===== src/rtl/memory_access_unit.sv =====
// memory_access_unit
// Issues load/store/output requests from the memory functional unit onto a
// single-port request/grant data bus and a byte-stream transmitter port.
// Load results return in order on the CDB. A credit scheme bounds in-flight
// loads plus buffered responses so the response FIFO cannot overflow.
// Optional feature macro: MAU_PERF_COUNTERS_EN (adds perf_loads,
// perf_stores and perf_tx_stall outputs).
module memory_access_unit #(
    parameter int DATA_W     = 32,
    parameter int RSV_ID_W   = 8,
    parameter int INSTR_W    = 6,
    parameter int RESP_DEPTH = 4
) (
    input  logic                       clk,
    input  logic                       rst,
    input  logic                       clear,
    input  logic                       i_valid,
    input  logic [INSTR_W-1:0]         i_opcode,
    input  logic [RSV_ID_W-1:0]        i_rsv_id,
    input  logic [DATA_W-1:0]          i_address,
    input  logic [DATA_W-1:0]          i_data,
    output logic                       i_ready,
    output logic                       mem_req,
    output logic                       mem_we,
    output logic [DATA_W-1:0]          mem_addr,
    output logic [DATA_W-1:0]          mem_wdata,
    input  logic                       mem_gnt,
    input  logic                       mem_rvalid,
    input  logic [DATA_W-1:0]          mem_rdata,
    output logic [RSV_ID_W+DATA_W-1:0] o_cdb,
    output logic                       o_cdb_valid,
    input  logic                       o_cdb_ready,
    output logic [7:0]                 tx_data,
    output logic                       tx_valid,
    input  logic                       tx_ready
`ifdef MAU_PERF_COUNTERS_EN
    ,
    output logic [31:0]                perf_loads,
    output logic [31:0]                perf_stores,
    output logic [31:0]                perf_tx_stall
`endif
);

    // Opcode encodings shared with the upstream functional unit
    localparam logic [INSTR_W-1:0] I_LOAD   = INSTR_W'(16);
    localparam logic [INSTR_W-1:0] I_LOADB  = INSTR_W'(17);
    localparam logic [INSTR_W-1:0] I_STORE  = INSTR_W'(18);
    localparam logic [INSTR_W-1:0] I_STOREB = INSTR_W'(19);
    localparam logic [INSTR_W-1:0] I_STORER = INSTR_W'(20);
    localparam logic [INSTR_W-1:0] I_OUTPUT = INSTR_W'(21);

    localparam int PW = (RESP_DEPTH > 1) ? $clog2(RESP_DEPTH) : 1;
    localparam int CW = PW + 1;
    localparam int EW = RSV_ID_W + DATA_W;

    typedef enum logic [1:0] {IDLE, REQ, TX} state_t;

    state_t              state, state_next;

    logic                is_load_op, is_store_op, is_out_op;
    logic                lat_load, lat_we;
    logic [DATA_W-1:0]   lat_addr, lat_wdata;
    logic [RSV_ID_W-1:0] lat_tag;
    logic [7:0]          lat_byte;

    logic [RSV_ID_W-1:0] tag_mem [RESP_DEPTH];
    logic [PW-1:0]       tag_wr, tag_rd;
    logic [EW-1:0]       rsp_mem [RESP_DEPTH];
    logic [PW-1:0]       rsp_wr, rsp_rd;
    logic [CW-1:0]       rsp_count, inflight, inflight_next, squash;

    logic                credits_full, accept, gnt_load;
    logic                rsp_push, rsp_pop, discard;

    assign is_load_op  = (i_opcode == I_LOAD) || (i_opcode == I_LOADB);
    assign is_store_op = (i_opcode == I_STORE) || (i_opcode == I_STOREB) ||
                         (i_opcode == I_STORER);
    assign is_out_op   = (i_opcode == I_OUTPUT);

    assign credits_full  = ({1'b0, inflight} + {1'b0, rsp_count}) >= (CW+1)'(RESP_DEPTH);
    assign accept        = i_valid && i_ready;
    assign gnt_load      = (state == REQ) && mem_gnt && lat_load;
    assign discard       = mem_rvalid && (squash != '0);
    assign rsp_push      = mem_rvalid && (squash == '0) && !clear;
    assign rsp_pop       = (rsp_count != '0) && o_cdb_ready && !clear;
    assign inflight_next = inflight + CW'(gnt_load) - CW'(mem_rvalid);

    // State register
    always_ff @(posedge clk) begin
        if (rst) state <= IDLE;
        else     state <= state_next;
    end

    // Next-state logic; unrecognised opcodes are accepted and dropped in IDLE
    always_comb begin
        state_next = state;
        case (state)
            IDLE: begin
                if (accept) begin
                    if (is_out_op)                      state_next = TX;
                    else if (is_load_op || is_store_op) state_next = REQ;
                end
            end
            REQ: begin
                // a granted load is already in flight and survives clear
                if (mem_gnt)                state_next = IDLE;
                else if (clear && lat_load) state_next = IDLE;
            end
            TX: begin
                if (tx_ready) state_next = IDLE;
            end
            default: state_next = IDLE;
        endcase
    end

    // Output decode from state and response FIFO head
    always_comb begin
        i_ready     = 1'b0;
        mem_req     = 1'b0;
        mem_we      = 1'b0;
        mem_addr    = '0;
        mem_wdata   = '0;
        tx_valid    = 1'b0;
        tx_data     = '0;
        o_cdb_valid = (rsp_count != '0);
        o_cdb       = o_cdb_valid ? rsp_mem[rsp_rd] : '0;
        case (state)
            IDLE: i_ready = !rst && !(is_load_op && credits_full);
            REQ: begin
                mem_req   = 1'b1;
                mem_we    = lat_we;
                mem_addr  = lat_addr;
                mem_wdata = lat_wdata;
            end
            TX: begin
                tx_valid = 1'b1;
                tx_data  = lat_byte;
            end
            default: ;
        endcase
    end

    // Request latch, captured on accept
    always_ff @(posedge clk) begin
        if (rst) begin
            lat_load  <= 1'b0;
            lat_we    <= 1'b0;
            lat_addr  <= '0;
            lat_wdata <= '0;
            lat_tag   <= '0;
            lat_byte  <= '0;
        end else if (accept) begin
            lat_load  <= is_load_op;
            lat_we    <= is_store_op;
            lat_addr  <= i_address;
            lat_wdata <= i_data;
            lat_tag   <= i_rsv_id;
            lat_byte  <= i_data[7:0];
        end
    end

    // Tag FIFO pointers: push on load grant, pop on every read beat
    always_ff @(posedge clk) begin
        if (rst) begin
            tag_wr <= '0;
            tag_rd <= '0;
        end else begin
            if (gnt_load)   tag_wr <= tag_wr + PW'(1);
            if (mem_rvalid) tag_rd <= tag_rd + PW'(1);
        end
    end

    // Tag and response FIFO storage
    always_ff @(posedge clk) begin
        if (gnt_load) tag_mem[tag_wr] <= lat_tag;
        if (rsp_push) rsp_mem[rsp_wr] <= {tag_mem[tag_rd], mem_rdata};
    end

    // Response FIFO pointers and occupancy; clear empties it
    always_ff @(posedge clk) begin
        if (rst || clear) begin
            rsp_wr    <= '0;
            rsp_rd    <= '0;
            rsp_count <= '0;
        end else begin
            if (rsp_push) rsp_wr <= rsp_wr + PW'(1);
            if (rsp_pop)  rsp_rd <= rsp_rd + PW'(1);
            rsp_count <= rsp_count + CW'(rsp_push) - CW'(rsp_pop);
        end
    end

    // In-flight load count and squash budget for beats owed to flushed loads
    always_ff @(posedge clk) begin
        if (rst) begin
            inflight <= '0;
            squash   <= '0;
        end else begin
            inflight <= inflight_next;
            // inflight_next already counts a same-cycle grant and retires a same-cycle beat
            if (clear)        squash <= inflight_next;
            else if (discard) squash <= squash - CW'(1);
        end
    end

`ifdef MAU_PERF_COUNTERS_EN
    // Performance counters, cleared by rst only
    always_ff @(posedge clk) begin
        if (rst) begin
            perf_loads    <= '0;
            perf_stores   <= '0;
            perf_tx_stall <= '0;
        end else begin
            if (gnt_load)                                 perf_loads    <= perf_loads + 32'd1;
            if ((state == REQ) && mem_gnt && !lat_load)   perf_stores   <= perf_stores + 32'd1;
            if ((state == TX) && !tx_ready)               perf_tx_stall <= perf_tx_stall + 32'd1;
        end
    end
`endif

endmodule

===== config.mk =====
export PLATFORM = sky130hd
export DESIGN_NAME = memory_access_unit
export DESIGN_NICKNAME = d
export VERILOG_FILES = /design/src/rtl/memory_access_unit.sv
export SDC_FILE = /design/constraint.sdc
export NUM_CORES = 1
export LEC_CHECK = 0
export ABC_AREA = 1
export BUFFER_PORTS_ARGS = -buffer_cell sky130_fd_sc_hd__buf_2
export CAP_MARGIN = 20
export CORE_UTILIZATION = 35
export CTS_CLUSTER_DIAMETER = 50
export DETAILED_ROUTE_END_ITERATION = 6
export GPL_TIMING_DRIVEN = 0
export SETUP_SLACK_MARGIN = 0.4
export SLEW_MARGIN = 20
export SYNTH_ARGS = -nofsm -noshare
export SYNTH_HDL_FRONTEND = slang
export SYNTH_SLANG_ARGS = --single-unit

===== constraint.sdc =====
create_clock -name clk -period 4 [get_ports clk]
set_input_delay 0.6 -clock clk [delete_from_list [all_inputs] [get_ports clk]]
set_output_delay 0.6 -clock clk [all_outputs]
set_load 0.02 [all_outputs]

==> summary.md <==
Critical path's top delay family: adder cells. The dominant cell type by area after synthesis is sky130_fd_sc_hd__edfxtp_1. At the pin with the least slew margin, the transition time is 0.812 ns. For the total global routing track utilization, the log shows 17.6%. STA classifies the critical path startpoint as a flip-flop. The post-synthesis cell type count was 33.

After synthesis, the cell types taking the most area are sky130_fd_sc_hd__edfxtp_1, sky130_fd_sc_hd__dfxtp_1, sky130_fd_sc_hd__nor2_1. The internal power contribution is 5.53 mW. Clock skew on the completed layout was measured at 0.0300 ns.

The via count of the first global-routing pass is 8694. The largest single stage delay on the critical path is 0.42 ns. The cell sitting at the root of the clock tree is a sky130_fd_sc_hd__clkbuf_16.

After synthesis, the mean cell area works out to 10.3 um2. The setup fix buffers added after clock tree synthesis came out at 0. Final routed DRC violation total: 0. The run gives 11700 um2 as the synthesized cell area. The filler cells instantiated in the layout total 3157. The detailed router placed 8884 vias in this run.

Clock share of power: 44.4%. After the last flow step, the layout net total stands at 1548. The critical path contains buffers and inverters numbering 3 combined. In this run the count of I/O pins placed on the die edge is 235.

In this run the remaining antenna-violating nets after routing total 0. Once layout is complete, the cells apart from fillers number 1880. The power per cell area came out at 492 nW/um2.

The initial core utilization was 35.7%; the deepest clock path buffer count was 3. The detailed-routed wire length on met2 was 14.3 mm; the iteration-0 DRC count of the detailed router was 391. Counting every net in the synthesized netlist gives 1272.

In this run the cell area measured after placement is 13600 um2. The number of cells after detailed placement came out at 1815. The critical path goes through inv_1 -> ha_1 -> inv_1 -> nor3b_1 -> nand2_1 -> ha_1 -> inv_1 -> ha_1 -> fa_1 -> xnor2_1 -> xor2_1 -> nor2_1.

The slowest cell on the critical path is sky130_fd_sc_hd__ha_1. The run gives 0 as the post-cts sizing count. By instance count, the leading cell after synthesis is sky130_fd_sc_hd__nor2_1. The run gives 0 as the count of warnings emitted by yosys. For the setup total negative slack, the log shows 0 ns. STA classifies the critical path endpoint as a flip-flop. The run gives 45.6% as the remaining max-slew budget at the tightest pin. In this run the horizontal extent of the chip is 185 um. Setup repair after global routing left no endpoint under its margin. The number of hold violations in the final report is 0, and the post-detailed-route via-to-cell ratio is 4.73. In the final routed layout, each cell accounts on average for 15.9 um.

The tools report the design area as 14800 um2. After legalization and detailed placement, the total HPWL measured 21.1 mm. Clock-pin slew was measured on the worst setup and hold paths at 0.06 ns. The run gives 66.0% as the sequential cell area fraction in the yosys report.

In this run the worst path has a maximum fanout of 8. In this run, synthesis inferred 192 flip-flops with an integrated enable. For the worst hold margin, the log shows 0.303 ns. Detailed routing placed a total of 2.43 mm of wire on met3. Clock tree synthesis found a total of 289 sinks. The run gives 0.316 mV as the maximum VDD drop. At the worst endpoint, the required time is 4.39 ns. The growth of design area from synthesis to finish is 26.6%, and the achievable frequency is 0.354 GHz. The synthesized design contains 289 register bits. The cell row count is 66, and the data arrival time of the critical path is 3.22 ns. The leakage dissipation was 5.87 nW.

Most used flip-flop cell after synthesis: sky130_fd_sc_hd__edfxtp_1. After detailed routing, the total wire length is 30.0 mm. The total CTS buffers is 37, and the final clock period utilization by the worst path is 70.6%.

Number of iterations in the first detailed-routing pass: 5. Max-slew violation count: 0. The die is 185 um tall. The critical path is of the reg2reg type. For the total die area, the log shows 34100 um2.

Routability-driven placement finished with a final weighted congestion of 0.825. After synthesis, the most frequently instantiated cells are sky130_fd_sc_hd__nor2_1, sky130_fd_sc_hd__edfxtp_1, sky130_fd_sc_hd__o21ai_0. The tools report the number of max-cap violations as 0.

Buffers placed on the I/O ports in this run total 231. The total overflow left after global routing is 0. The fraction of synthesis flops using an asynchronous set or reset pin works out to 0%. In the synthesized netlist, the number of instances is 1136. The flow ran to the end, and the final reports show no timing, DRC or antenna violations. The proportion of total power due to net switching was 23.9%; the area share of the leading cell type in the synthesized netlist was 49.4%. TritonCTS built the clock tree. The tools report the combinational share of power as 9.2%. For the initial antenna violation count, the log shows 1. The wire length of the first global-routing pass was 46.5 mm. After detailed routing, no signal wire sits above met5. The min-delay analysis places its worst path in the category in2reg.

Prior to clock tree synthesis, the placed netlist has a worst setup slack of 0.934 ns. Summed over all nets, the switching power comes to 1.74 mW. For this design, the CTS-stage hold fixing added 0 buffers.

The total routed wire length on the met1 layer was 12.5 mm. The tools report the later-pin clock latency in the skew report as 0.51 ns. Setup slack on the critical path of the routed design comes to 1.18 ns. The shortest period the worst path allows was 2.82 ns.

Entering global routing, the biggest net connects 23 pins. Core area: 32700 um2. Per report_power, the sequential group accounts for 46.3% of the total.

In the final layout, the share of cells above drive strength 1 is 23.5%. In this run the number of H-tree levels came out at 2. The total of endpoints with negative setup slack in the final report came out at 0.
cell type report:
cell class	count	area (um2)	share of cell area, %
Antenna cell	1	2.50	0.0169
Tap cell	442	553	3.74
Buffer	65	363	2.45
Clock inverter	19	213	1.44
Sequential cell	289	7710	52.1
Inverter	116	435	2.94
Clock buffer	45	997	6.74
Multi-Input combinational cell	666	3210	21.7
Timing Repair Buffer	237	1310	8.88
cells by family after synthesis:
group | count (synthesis) | share of synthesized area [%]
buffers and inverters | 181 | 6.83
DFF | 289 | 66.0
AOI/OAI and AO/OA | 310 | 13.5
adders and majority gates | 18 | 2.06
and+or+nand+nor | 333 | 11.3
xor gates and xnor gates | 5 | 0.375
path summary, 6_finish.rpt:
kind / to / depth (start not counted) / slack, ns / startpoint
max: rsp_count[2]$_SDFF_PP0_ / 12 / 1.18 / squash[0]$_SDFFE_PP0P_
min: rsp_mem[0][23]$_DFFE_PP_ / 1 / 0.30 / mem_rdata[23]
max reg2reg: rsp_count[2]$_SDFF_PP0_ / 12 / 1.18 / squash[0]$_SDFFE_PP0P_
min reg2reg: lat_addr[11]$_SDFFE_PP0P_ / 2 / 0.45 / lat_addr[11]$_SDFFE_PP0P_
placed cells by master, fill, tap and decap left out, types with 3 or more instances in the layout:
cell and count:
sky130_fd_sc_hd__a21oi_1 127, sky130_fd_sc_hd__buf_16 5, sky130_fd_sc_hd__buf_2 249, sky130_fd_sc_hd__buf_6 6
sky130_fd_sc_hd__buf_8 3, sky130_fd_sc_hd__bufinv_16 3, sky130_fd_sc_hd__clkbuf_1 40, sky130_fd_sc_hd__clkbuf_16 38
sky130_fd_sc_hd__clkinv_1 6, sky130_fd_sc_hd__clkinv_4 3, sky130_fd_sc_hd__dfxtp_1 97, sky130_fd_sc_hd__edfxtp_1 192
sky130_fd_sc_hd__ha_1 16, sky130_fd_sc_hd__inv_1 110, sky130_fd_sc_hd__inv_2 5, sky130_fd_sc_hd__nand2_1 23
sky130_fd_sc_hd__nand3_1 17, sky130_fd_sc_hd__nor2_1 278, sky130_fd_sc_hd__nor2_4 5, sky130_fd_sc_hd__o21ai_0 139
sky130_fd_sc_hd__o21ai_1 33, sky130_fd_sc_hd__o22ai_1 8, sky130_fd_sc_hd__xor2_1 4
sequential cells by signal (all words and copies together), names as in the netlist, named ones only:
name / cells
inflight: 3
lat_addr: 32
lat_load: 1
lat_tag: 8
lat_wdata: 32
lat_we: 1
rsp_count: 3
rsp_mem: 160
rsp_rd: 2
rsp_wr: 2
squash: 3
state: 2
tag_mem: 32
tag_rd: 2
tag_wr: 2
metal layers:
metal,up-vias,global-route usage [%]
li1,4388,-
met1,4113,21.2
met2,328,30.9
met3,53,4.37
met4,2,5.39
met5,-,0
per-stage QoR:
step	total power [mW]	util [%]
after floorplan	3.84	-
after detailed placement	4.11	41.5
after global placement	4.08	40.9
final	7.27	45.2
after CTS	7.33	45.2
after global routing	7.54	45.2
power by group through the flow:
stage | clock network (mW) | logic (mW) | registers (mW)
global placement | 0 | 0.648 | 3.43
detailed placement | 0 | 0.674 | 3.43
CTS | 3.29 | 0.678 | 3.37
finish | 3.23 | 0.671 | 3.37
floorplan | 0 | 0.421 | 3.42
global route | 3.40 | 0.758 | 3.38
No activity file was read; power rests on OpenSTA's default activity.
